$ cat src/rtl/fifo_wr_arbiter_pkg.sv
// Shared defaults, FSM encoding and small helpers for the FIFO write-port arbiter.
package fifo_wr_arbiter_pkg;

    localparam int NREQ_DEF      = 4;
    localparam int DW_DEF        = 4;
    localparam int MAX_BURST_DEF = 8;

    typedef enum logic {
        IDLE  = 1'b0,
        BURST = 1'b1
    } state_e;

    // Index increment that wraps at n, used to advance the round-robin pointer.
    function automatic int wrap_inc(input int idx, input int n);
        return ((idx + 1) >= n) ? 0 : (idx + 1);
    endfunction

endpackage

$ cat src/rtl/fifo_wr_arbiter_rr_pick.sv
// Combinational round-robin picker: first set req bit at or above rr_ptr, wrapping modulo NREQ.
module rr_pick #(
    parameter int NREQ = 4,
    parameter int IW   = 2
) (
    input  logic [NREQ-1:0] req,
    input  logic [IW-1:0]   rr_ptr,
    output logic            valid,
    output logic [IW-1:0]   index
);

    int            cand_s;
    logic [IW-1:0] cand_idx_s;

    // Scan from the farthest offset down so the nearest requester at/after rr_ptr wins.
    always_comb begin
        valid      = 1'b0;
        index      = '0;
        cand_s     = 0;
        cand_idx_s = '0;
        for (int i = NREQ - 1; i >= 0; i--) begin
            cand_s = int'(rr_ptr) + i;
            if (cand_s >= NREQ) begin
                cand_s = cand_s - NREQ;
            end else begin
                cand_s = cand_s;
            end
            cand_idx_s = IW'(cand_s);
            if (req[cand_idx_s]) begin
                valid = 1'b1;
                index = cand_idx_s;
            end else begin
                valid = valid;
                index = index;
            end
        end
    end

endmodule

$ cat src/rtl/fifo_wr_arbiter.sv
// Round-robin burst arbiter sharing the FIFO write port among NREQ write-domain requesters.
module fifo_wr_arbiter
    import fifo_wr_arbiter_pkg::*;
#(
    parameter int NREQ      = NREQ_DEF,
    parameter int DW        = DW_DEF,
    parameter int MAX_BURST = MAX_BURST_DEF
) (
    input  logic               clk,
    input  logic               rst,
    input  logic [NREQ-1:0]    req,
    input  logic [NREQ-1:0]    last,
    input  logic [NREQ*DW-1:0] data,
    input  logic               wfull,
    output logic               winc,
    output logic [DW-1:0]      wdata,
    output logic [NREQ-1:0]    ack,
    output logic [NREQ-1:0]    gnt,
    output logic               busy
);

    localparam int            IW  = (NREQ > 1) ? $clog2(NREQ) : 1;
    localparam logic [NREQ-1:0] ONE = NREQ'(1);

    state_e                      state_r;
    state_e                      state_next_s;
    logic [IW-1:0]               owner_r;
    logic [IW-1:0]               rr_ptr_r;
    logic [3:0]                  beat_cnt_r;
    logic [NREQ-1:0]             gnt_r;
    logic                        busy_r;

    logic                        pick_valid_s;
    logic [IW-1:0]               pick_idx_s;
    logic [NREQ-1:0][DW-1:0]     data_a_s;
    logic                        owner_req_s;
    logic                        owner_last_s;
    logic [DW-1:0]               owner_data_s;
    logic                        fire_s;
    logic                        cap_s;
    logic                        end_s;

    assign data_a_s = data;

    rr_pick #(
        .NREQ (NREQ),
        .IW   (IW)
    ) u_rr_pick (
        .req    (req),
        .rr_ptr (rr_ptr_r),
        .valid  (pick_valid_s),
        .index  (pick_idx_s)
    );

    // Owner view of the request bus; a withdrawal ends the burst without a beat.
    always_comb begin
        owner_req_s  = req[owner_r];
        owner_last_s = last[owner_r];
        owner_data_s = data_a_s[owner_r];
        fire_s       = (state_r == BURST) && owner_req_s && !wfull;
        cap_s        = (beat_cnt_r == 4'(MAX_BURST - 1));
        end_s        = (state_r == BURST) &&
                       (!owner_req_s || (fire_s && (owner_last_s || cap_s)));
    end

    // FSM state register.
    always_ff @(posedge clk or posedge rst) begin
        if (rst) begin
            state_r <= IDLE;
        end else begin
            state_r <= state_next_s;
        end
    end

    // FSM next-state logic.
    always_comb begin
        state_next_s = state_r;
        case (state_r)
            IDLE: begin
                if (pick_valid_s) begin
                    state_next_s = BURST;
                end else begin
                    state_next_s = IDLE;
                end
            end
            BURST: begin
                if (end_s) begin
                    state_next_s = IDLE;
                end else begin
                    state_next_s = BURST;
                end
            end
            default: state_next_s = IDLE;
        endcase
    end

    // Owner, pointer, beat counter and the registered grant/busy flags.
    always_ff @(posedge clk or posedge rst) begin
        if (rst) begin
            owner_r    <= '0;
            rr_ptr_r   <= '0;
            beat_cnt_r <= 4'd0;
            gnt_r      <= '0;
            busy_r     <= 1'b0;
        end else begin
            case (state_r)
                IDLE: begin
                    if (pick_valid_s) begin
                        owner_r    <= pick_idx_s;
                        beat_cnt_r <= 4'd0;
                        gnt_r      <= ONE << pick_idx_s;
                        busy_r     <= 1'b1;
                    end
                end
                BURST: begin
                    if (end_s) begin
                        rr_ptr_r   <= IW'(wrap_inc(int'(owner_r), NREQ));
                        beat_cnt_r <= 4'd0;
                        gnt_r      <= '0;
                        busy_r     <= 1'b0;
                    end else if (fire_s) begin
                        beat_cnt_r <= beat_cnt_r + 4'd1;
                    end
                end
                default: begin
                    gnt_r  <= '0;
                    busy_r <= 1'b0;
                end
            endcase
        end
    end

    // Write strobe, ack and data mux follow the beat condition in the same cycle.
    always_comb begin
        winc  = fire_s;
        ack   = '0;
        wdata = '0;
        if (fire_s) begin
            ack   = ONE << owner_r;
            wdata = owner_data_s;
        end else begin
            ack   = '0;
            wdata = '0;
        end
    end

    assign gnt  = gnt_r;
    assign busy = busy_r;

endmodule
$ cat config.mk
export PLATFORM = sky130hd
export DESIGN_NAME = fifo_wr_arbiter
export DESIGN_NICKNAME = d
export VERILOG_FILES = /design/src/rtl/fifo_wr_arbiter_pkg.sv /design/src/rtl/fifo_wr_arbiter_rr_pick.sv /design/src/rtl/fifo_wr_arbiter.sv
export SDC_FILE = /design/constraint.sdc
export NUM_CORES = 1
export LEC_CHECK = 0
export CAP_MARGIN = 15
export CELL_PAD_IN_SITES_DETAIL_PLACEMENT = 1
export CELL_PAD_IN_SITES_GLOBAL_PLACEMENT = 2
export CORE_MARGIN = 5
export CORE_UTILIZATION = 23
export DETAILED_ROUTE_END_ITERATION = 10
export PLACE_DENSITY_LB_ADDON = 0.1
export RECOVER_POWER = 50
export REMOVE_ABC_BUFFERS = 1
export SYNTH_ARGS = -nofsm -noshare
export SYNTH_HDL_FRONTEND = slang
export SYNTH_HIERARCHICAL = 1
export SYNTH_SLANG_ARGS = --single-unit
export TNS_END_PERCENT = 5
$ cat constraint.sdc
create_clock -name clk -period 1.75 [get_ports clk]
set_clock_uncertainty 0.05 [all_clocks]
set_input_delay 0.35 -clock clk [delete_from_list [all_inputs] [get_ports clk]]
set_output_delay 0.35 -clock clk [all_outputs]
set_load 0.02 [all_outputs]
After elaboration in Yosys (flattened, before gate mapping)
Cells that the tools add are included.

$add $sub $neg: 9. $lt $le $gt $ge: 10. Equality and inequality tests: 4. Shift-type cells: 2. Muxes and demuxes: 42. Bitwise gates (word level): 1. Reductions and logical operators: 12.

Operator list (count): $mux W4 (8); $mux W2 (9); $pmux W4 S2 (2); $lt A2 B3 Y1 const B (5); $mux W1 (14); $bmux W1 S2 (6); $ge A3 B3 Y1 const B (4); $bmux W4 S2 (1); $reduce_and A2 Y1 (4); $shl A1 B2 Y4 const A (2); $sub A2 B1 Y2 const B (4); $add A2 B1 Y3 const B (2); $add A2 B2 Y3 const B (2); $add A4 B1 Y4 const B (1); $eq A4 B3 Y1 const B (1); $logic_and A1 B1 Y1 (4); $pmux W1 S2 (2); $ge A2 B3 Y1 const B (1); $ne A3 B2 Y1 const B (1); $logic_not A1 Y1 (2); $logic_or A1 B1 Y1 (2); $ne A2 B1 Y1 const B (1); $ne A2 B2 Y1 const B (1); $not A1 Y1 (1).

Flip-flop bits (word level): 14. Input port bits: 27. Output and inout port bits: 14. Word-level logic and storage cells: 86.

Logic depth before layout (Yosys ltp)
Gate-level depths: netlist of the first run.

Depth in word-level cells: 12. Depth in mapped cells: 7. Depth with buffers taken out: 6.

By module
The synthesis of the first run kept the hierarchy.

Modules (own cells, without submodules): fifo_wr_arbiter (instances 1, cells an instance 89, area an instance 968.4 sq um, seq. area each 350.3 sq um); rr_pick (instances 1, cells an instance 13, area an instance 77.6 sq um, seq. area each 0.0 sq um).

Worst setup path before layout of the first run
OpenSTA, ideal clock, no wires.

Path kind: flip-flop to output port. From: register owner_r[0]. To: output wdata[0]. Data arrival time: 1.777 ns. Data required time: 1.350 ns. Setup slack: -0.427 ns. Stages on the path, launching flop included: 6. Buffers on the path: 1. Path through: dfrtp_1 buf_6 mux4_2 nand2_1 nor2_1 and2_1.

Word-level cells in the longest chain between the ends: 5. Elaborated cells on any way between the ends: 7. Those cells by class: 5 x mux; 2 x reduce/logical.

RTL lines: from (decl) (RTL line fifo_wr_arbiter.sv:27) `logic [IW-1:0] owner_r;`; from (signal assigned) (RTL line fifo_wr_arbiter.sv:109) `owner_r <= pick_idx_s;`; $bmux W1 S2 (RTL line fifo_wr_arbiter.sv:57) `owner_req_s = req[owner_r];`; $mux W1 (implied by the code) (RTL line fifo_wr_arbiter.sv:57); $logic_and A1 B1 Y1 (2 in a row) (RTL line fifo_wr_arbiter.sv:60) `fire_s = (state_r == BURST) && owner_req_s && !wfull;`; named net winc (RTL line fifo_wr_arbiter.sv:15) `output logic winc,`; $mux W4 (RTL line fifo_wr_arbiter.sv:138) `if (fire_s) begin`; to (decl) (RTL line fifo_wr_arbiter.sv:16) `output logic [DW-1:0] wdata,`.

The timed path passes the listed nets, and every way through them passes these cells. The select of a mux whose other input is x is not followed.

Final worst setup path of the first run
From: register owner_r[0]. To: output ack[3].

Word-level cells in the longest chain between the ends: 5. Elaborated cells on any way between the ends: 6. Those cells by class: 1 x shift; 3 x mux; 2 x reduce/logical.

RTL lines: $bmux W1 S2 (RTL line fifo_wr_arbiter.sv:57); $mux W1 (implied by the code) (RTL line fifo_wr_arbiter.sv:57); $logic_and A1 B1 Y1 (2 in a row) (RTL line fifo_wr_arbiter.sv:60); $mux W4 * (RTL line fifo_wr_arbiter.sv:138); to (decl) (RTL line fifo_wr_arbiter.sv:17) `output logic [NREQ-1:0] ack,`.

Mark *: on every way between the ends. The rest lies on a longest branch, timed or not. The select of a mux whose other input is x is not followed.

==> results of run 1 <==
[metal layers]
| metal | vias to the layer above | track usage, % |
|---|---|---|
| met5 | - | 0 |
| met4 | 0 | 4.12 |
| met3 | 5 | 2.55 |
| met2 | 32 | 19.0 |
| met1 | 484 | 12.6 |
| li1 | 485 | - |
[critical path: stages (launching register included)]
cell	delay, ns
dfrtp_1	0.38
mux4_2	0.56
nand2_4	0.13
nor2_4	0.06
and2_4	0.15
buf_6	0.12
[where the power goes]
part	switching, mW	leakage [nW]	total [mW]	internal [mW]
sequential	0.111	0.180	0.561	0.450
clock	0.120	0.0288	0.320	0.199
combinational	0.738	0.575	1.56	0.817
[final timing paths]
| path | from | endpoint |
|---|---|---|
| worst max-delay path | owner_r[0]$_DFFE_PP0P_ | ack[3] |
| worst min-delay path | busy$_DFFE_PP0P_ | busy$_DFFE_PP0P_ |
| worst max register to register | owner_r[1]$_DFFE_PP0P_ | rr_ptr_r[0]$_DFFE_PP0P_ |
| worst min register to register | busy$_DFFE_PP0P_ | busy$_DFFE_PP0P_ |
| max in group asynchronous | rst | busy$_DFFE_PP0P_ |
| min in group asynchronous | rst | gnt[0]$_DFFE_PP0P_ |
[kinds of logic (layout without fill, tap and decap cells)]
kind of cell             count (synthesis)  after routing  share of synthesized area [%]
AO/OA/AOI/OAI                           19             19                           15.1
multiplexers                            14             14                           19.6
AND/OR/NAND/NOR                         39             40                           20.0
flip-flops                              14             14                           33.5
adder cells (fa/ha/maj)                  5              5                           5.98
buffers and inverters                    9             69                           4.19
XOR/XNOR                                 2              2                           1.67
[stage by stage]
stage	std cells	setup TNS, ns	power [mW]
global placement	209	-13.07	1.96
CTS	214	-2.86	2.45
floorplan	98	-3.93	1.34
detailed placement	209	-13.53	1.99
global route	215	-3.81	2.63
finish	215	-2.81	2.44
[state kept, by name, summed over array words and instances, names as in the netlist]
name / count
rr_ptr_r: 2
gnt: 4
state_r: 1
busy: 1
beat_cnt_r: 4
owner_r: 2
[cell usage after synthesis, types with 2 or more instances]
cell	instances	area, µm²
a21oi_1	3	15.0
and2_1	9	56.3
buf_2	2	10.0
dfrtp_1	14	350
ha_1	5	62.6
inv_1	4	15.0
mux2_2	2	22.5
mux2i_1	7	70.1
mux4_2	5	113
nand2_1	5	18.8
nand2b_1	3	18.8
nor2_1	11	41.3
nor2b_1	5	31.3
o21ai_0	3	15.0
o2bb2ai_1	3	26.3
xnor2_1	2	17.5
[what timing repair did]
item / 4_1_cts / 5_1_grt
gates cloned: 1 / 0
buffers inserted: 0 / 1
gates resized for setup: 74 / 2
endpoints found under the setup margin: 20 / 16
endpoints found under the hold margin: 0 / 0
pin swaps: 6 / 5
[cell type report]
| cell class | instances | share of cell area [%] |
|---|---|---|
| clock buffers | 4 | 3.12 |
| inverters | 5 | 1.06 |
| multi-input cells | 80 | 40.8 |
| flip-flops and latches | 14 | 19.8 |
| well taps | 52 | 3.68 |
| repair buffers | 60 | 31.5 |
==> metrics.txt, run 1 <==
Antenna diodes=0; gr usage total=a little over a tenth; Clock Path Buffers=2; row cnt=24; post-layout net count=~200; FF-to-FF path depth=5; ratio of final minimum period to clock period=117%; DRT Pass-1 Iters=4; Crit Path Class=reg2out; Final setup viols=15; pwr dens=1380 nW/µm²; CTS Hold Bufs=0; Post-Route M1 WL=1.31 mm; Die H=77.4 µm; worst endpoint required time=between 1 and 1.5 ns; CP endpoint kind=primary output; LEAKAGE=0.784 nW; DRT Wirelength=3.17 mm; minimum hold slack=between 0.4 and 0.5 ns; Worst Setup Slack, final=-0.305 ns; VDD IR max=708 µV; Area Overhead vs Synth=68.9%; Initial Util=23.9%; most frequent cells in the layout=clkdlybuf4s50_1 (25), buf_4 (18), dfrtp_1 (14); global-route wire length before repair=around 5.2 mm; Post-Syn Area per Cell=10.3 µm²; status=complete, but fails checks; number of max-cap violations=0; final slew viol count=0; Mapped Area=1050 µm²; initial drt markers=29; grt total ovfl=0; Hold Path Class=reg2reg; sinks on the clock net=14; most common cell after layout, fill and taps aside=clkdlybuf4s50_1; Die W=77.4 µm; top sig layer=met4; Mapped Cells=slightly above 100; Multi-input gate area=between 700 and 800 µm²; Placer Congestion=around 0.74; PortBufs=40; HPWL after DPL=roughly 2.5 mm; Post-synth ARST share=100%; WL per Instance=about 15 µm; DRC viols=0; fillers=500; #FFs+latches synth=14; Data arrival, critical path=between 1.5 and 2 ns; startpoint types=flip-flop; ratio of cells with drive above 1 in the final layout=a little under two fifths; RSZ-0062 raised after global routing=true; Reg clk slew, reported paths=0.06 ns; Vias/cell=approximately 4.7; Core ar.=approximately 4400 µm²; I/O pin count=41; pin count of the biggest net entering global routing=15; Yosys cell types=35; met3 WL=between 200 and 250 µm; via count=around 1000; failing checks=setup timing; initial antenna violation count=0; register area=around 350 µm²; EDFF count, synth=0; Final Hold Vio Count=0; post-route cell area=between 1500 and 2000 µm²; ANT nets after route=0; clock latency on the worst-skew pair=0.25 ns; Max Fclk=just under 500 MHz; met2 wire length=~1.6 mm; vias in the first global route=between 1000 and 1500; flop2flop setup slack=-0.05 ns; total die area=approximately 6000 µm²; worst-path fanout max=5; CTS tree=built; clk root buf=clkbuf_8; Rel. slew slack=a little over three fifths; ys flop type=dfrtp_1; CTS buffer count=3; Final Critical Period=between 2 and 2.5 ns; hold path cells=1; H-tree depth=1; Placement Setup Slack=-1.07 ns; Yosys warning total=6; sequential fraction of the synthesis area=33.5%; measured slew at the worst slew-check pin=~0.56 ns; Post-Place Cell Area=around 1600 µm²; fin util=about two fifths
Note: power is estimated with default switching activity, not from simulation.
==> inputs of run 2 (changes only) <==
--- a/config.mk
+++ b/config.mk
@@ -8,6 +8,7 @@
 export CAP_MARGIN = 15
 export CELL_PAD_IN_SITES_DETAIL_PLACEMENT = 1
 export CELL_PAD_IN_SITES_GLOBAL_PLACEMENT = 2
+export CORE_ASPECT_RATIO = 1.2
 export CORE_MARGIN = 5
 export CORE_UTILIZATION = 23
 export DETAILED_ROUTE_END_ITERATION = 10
==> run 2 against run 1 <==
Effect of this change: the run still ends with setup timing left; register-to-register slack got worse by 0.06 ns; flip-flop and latch count stayed put; combinational power is essentially flat; sequential share of layout area shrank 0.15 points; worst hold slack improved by 0.0070 ns; clock power fell by 2%; via count fell by 0.30%; wire length rose by 3.1%; clock-buffer cell count is the same; sequential power is 2% higher; critical path depth unchanged; critical path type unchanged; largest cell class unchanged; largest power group unchanged; highest routed layer unchanged.
==> metrics.txt, run 2 (synthesis gave the netlist of run 1 again) <==
Final Hold Vio Count=0 (unchanged); Rel. slew slack=62.0% (-0.46 points); max incr delay on CP=0.57 ns (about the same); RSZ-0062 raised after global routing=true; clock latency on the worst-skew pair=0.24 ns (about the same); ratio of final minimum period to clock period=118% (+0.80 points); worst-path fanout max=5 (unchanged); VDD IR max=660 µV (-6.8%); startpoint types=flip-flop; Core ar.=4330 µm² (-1.3%); post-layout net count=198 (+1.0%); Die H=83.9 µm (+8.3%); initial drt markers=8 (-72%); I/O pin count=41 (unchanged); ratio of cells with drive above 1 in the final layout=38.2% (+1.4 points); flop2flop setup slack=-0.11 ns (-0.06 ns); CP Cell Sequence=mux4_2 -> nand2_4 -> nor2_4 -> and2_4 -> buf_6; number of max-cap violations=0 (unchanged); pwr dens=1390 nW/µm² (+1.0%); worst endpoint required time=1.35 ns (about the same); DRC viols=0 (unchanged); row cnt=26 (+8.3%); Placer Congestion=0.732 (-1.2%); failing checks=setup timing; most frequent cells in the layout=clkdlybuf4s50_1 (25), buf_4 (20), dfrtp_1 (14); CTS buffer count=3 (unchanged); ANT nets after route=0 (unchanged); fin util=41.2% (+0.85 points); Worst Setup Slack, final=-0.319 ns (-0.0140 ns); post-route cell area=1780 µm² (+0.78%); clock power share=12.6% (-0.5 points); Hold Path Class=reg2reg; DRT Wirelength=3.27 mm (+3.1%); Placement Setup Slack=-1.01 ns (+0.0596 ns); PortBufs=40 (unchanged); grt total ovfl=0 (unchanged); Power Total=2.48 mW (+1.8%); fillers=504 (+0.80%); dpl cells=215 (+2.9%); Area Overhead vs Synth=70.2%; Crit Path Class=reg2out; gr usage total=11.3% (+0.45 points); clk root buf=clkbuf_8; Die W=71.6 µm (-7.6%); Switching Fraction=39.0% (-0.80 points); Net Switching=0.967 mW (-0.23%); WL per Instance=14.8 µm (+0.26%); Post-Place Cell Area=1650 µm² (+1.2%); Final setup viols=19 (+4); Clock Path Buffers=2 (unchanged); via count=1003 (-0.30%); pin count of the biggest net entering global routing=15 (unchanged); P_int=1.51 mW (+3.2%); most common cell after layout, fill and taps aside=clkdlybuf4s50_1; global-route wire length before repair=5.38 mm (+3.2%); combinational group share of total power=64.3% (+0.5 points); LEAKAGE=0.801 nW (+2.1%); Data arrival, critical path=1.67 ns (about the same); Reg clk slew, reported paths=0.06 ns (about the same); Final Instance Count excl. Fillers=221 (+2.8%); Max Fclk=483 MHz (-0.68%); Flop pwr share=23.1% (about the same); status=complete, but fails checks; Antenna diodes=0 (unchanged); H-tree depth=1 (unchanged); vias in the first global route=1078 (+0.37%); final slew viol count=0 (unchanged); sinks on the clock net=14 (unchanged); total die area=6000 µm² (about the same); HPWL after DPL=2.61 mm (+2.7%); register area=350 µm² (unchanged); DRT Pass-1 Iters=2 (-2); Final Critical Period=2.07 ns (+0.0140 ns); Vias/cell=4.54 (-3.0%); measured slew at the worst slew-check pin=0.570 ns (+0.00690 ns); Initial Util=24.2% (+0.32 points); initial antenna violation count=0 (unchanged); slowest library cell on the worst path=mux4_2; Multi-input gate area=714 µm² (-0.87%); CTS tree=built; CP endpoint kind=primary output
## run 2: worst paths after layout
kind                                             end  cells past startpoint                    from
hold / removal                      busy$_DFFE_PP0P_                      1        busy$_DFFE_PP0P_
setup reg to reg             rr_ptr_r[1]$_DFFE_PP0P_                      5  owner_r[0]$_DFFE_PP0P_
hold reg to reg                     busy$_DFFE_PP0P_                      1        busy$_DFFE_PP0P_
max in group asynchronous  beat_cnt_r[3]$_DFFE_PP0P_                      2                     rst
min in group asynchronous    rr_ptr_r[1]$_DFFE_PP0P_                      2                     rst
setup / recovery                            wdata[0]                      5  owner_r[0]$_DFFE_PP0P_
## run 2: layout make-up
type | count | area share (%)
Clock buffer | 4 | 3.09
Inverter | 5 | 1.05
Multi-Input combinational cell | 80 | 40.1
Sequential cell | 14 | 19.7
Tap cell | 56 | 3.94
Timing Repair Buffer | 62 | 32.1
## run 2: power by group through the flow
stage	registers [mW]	logic [mW]	clock network, mW
finish	0.572	1.59	0.313
floorplan	0.680	0.664	0
CTS	0.573	1.58	0.332
global route	0.598	1.74	0.342
global placement	0.565	1.44	0
detailed placement	0.571	1.46	0
## run 2: worst max-delay path: cells and delay by family, from the launching register on
| kind | cells | cell delay [ns] |
|---|---|---|
| DFF | 1 | 0.40 |
| buffers and inverters | 1 | 0.12 |
| muxes | 1 | 0.57 |
| and+or+nand+nor | 3 | 0.33 |
## run 2: what timing repair did
action,in CTS,in global routing
hold endpoints to repair,0,0
buffers inserted,1,0
gates cloned,1,0
gates resized for setup,70,6
endpoints found under the setup margin,19,20
hold buffers,0,0
pin swaps,9,4
## run 2: metal layers
layer | up-vias | wire length, µm | GRT usage, %
met5 | - | 0 | 0
met4 | 0 | 25 | 3.59
met3 | 2 | 191 | 1.93
met2 | 33 | 1650 | 20.5
met1 | 478 | 1400 | 13.0
li1 | 490 | - | -
## run 2: through the flow
step | TNS [ns] | hold WS (ns)
final | -3.17 | 0.449
after global routing | -4.46 | 0.481
after CTS | -3.41 | 0.422
after detailed placement | -13.03 | 0.441
after global placement | -12.14 | 0.433
after floorplan | -3.93 | 0.189
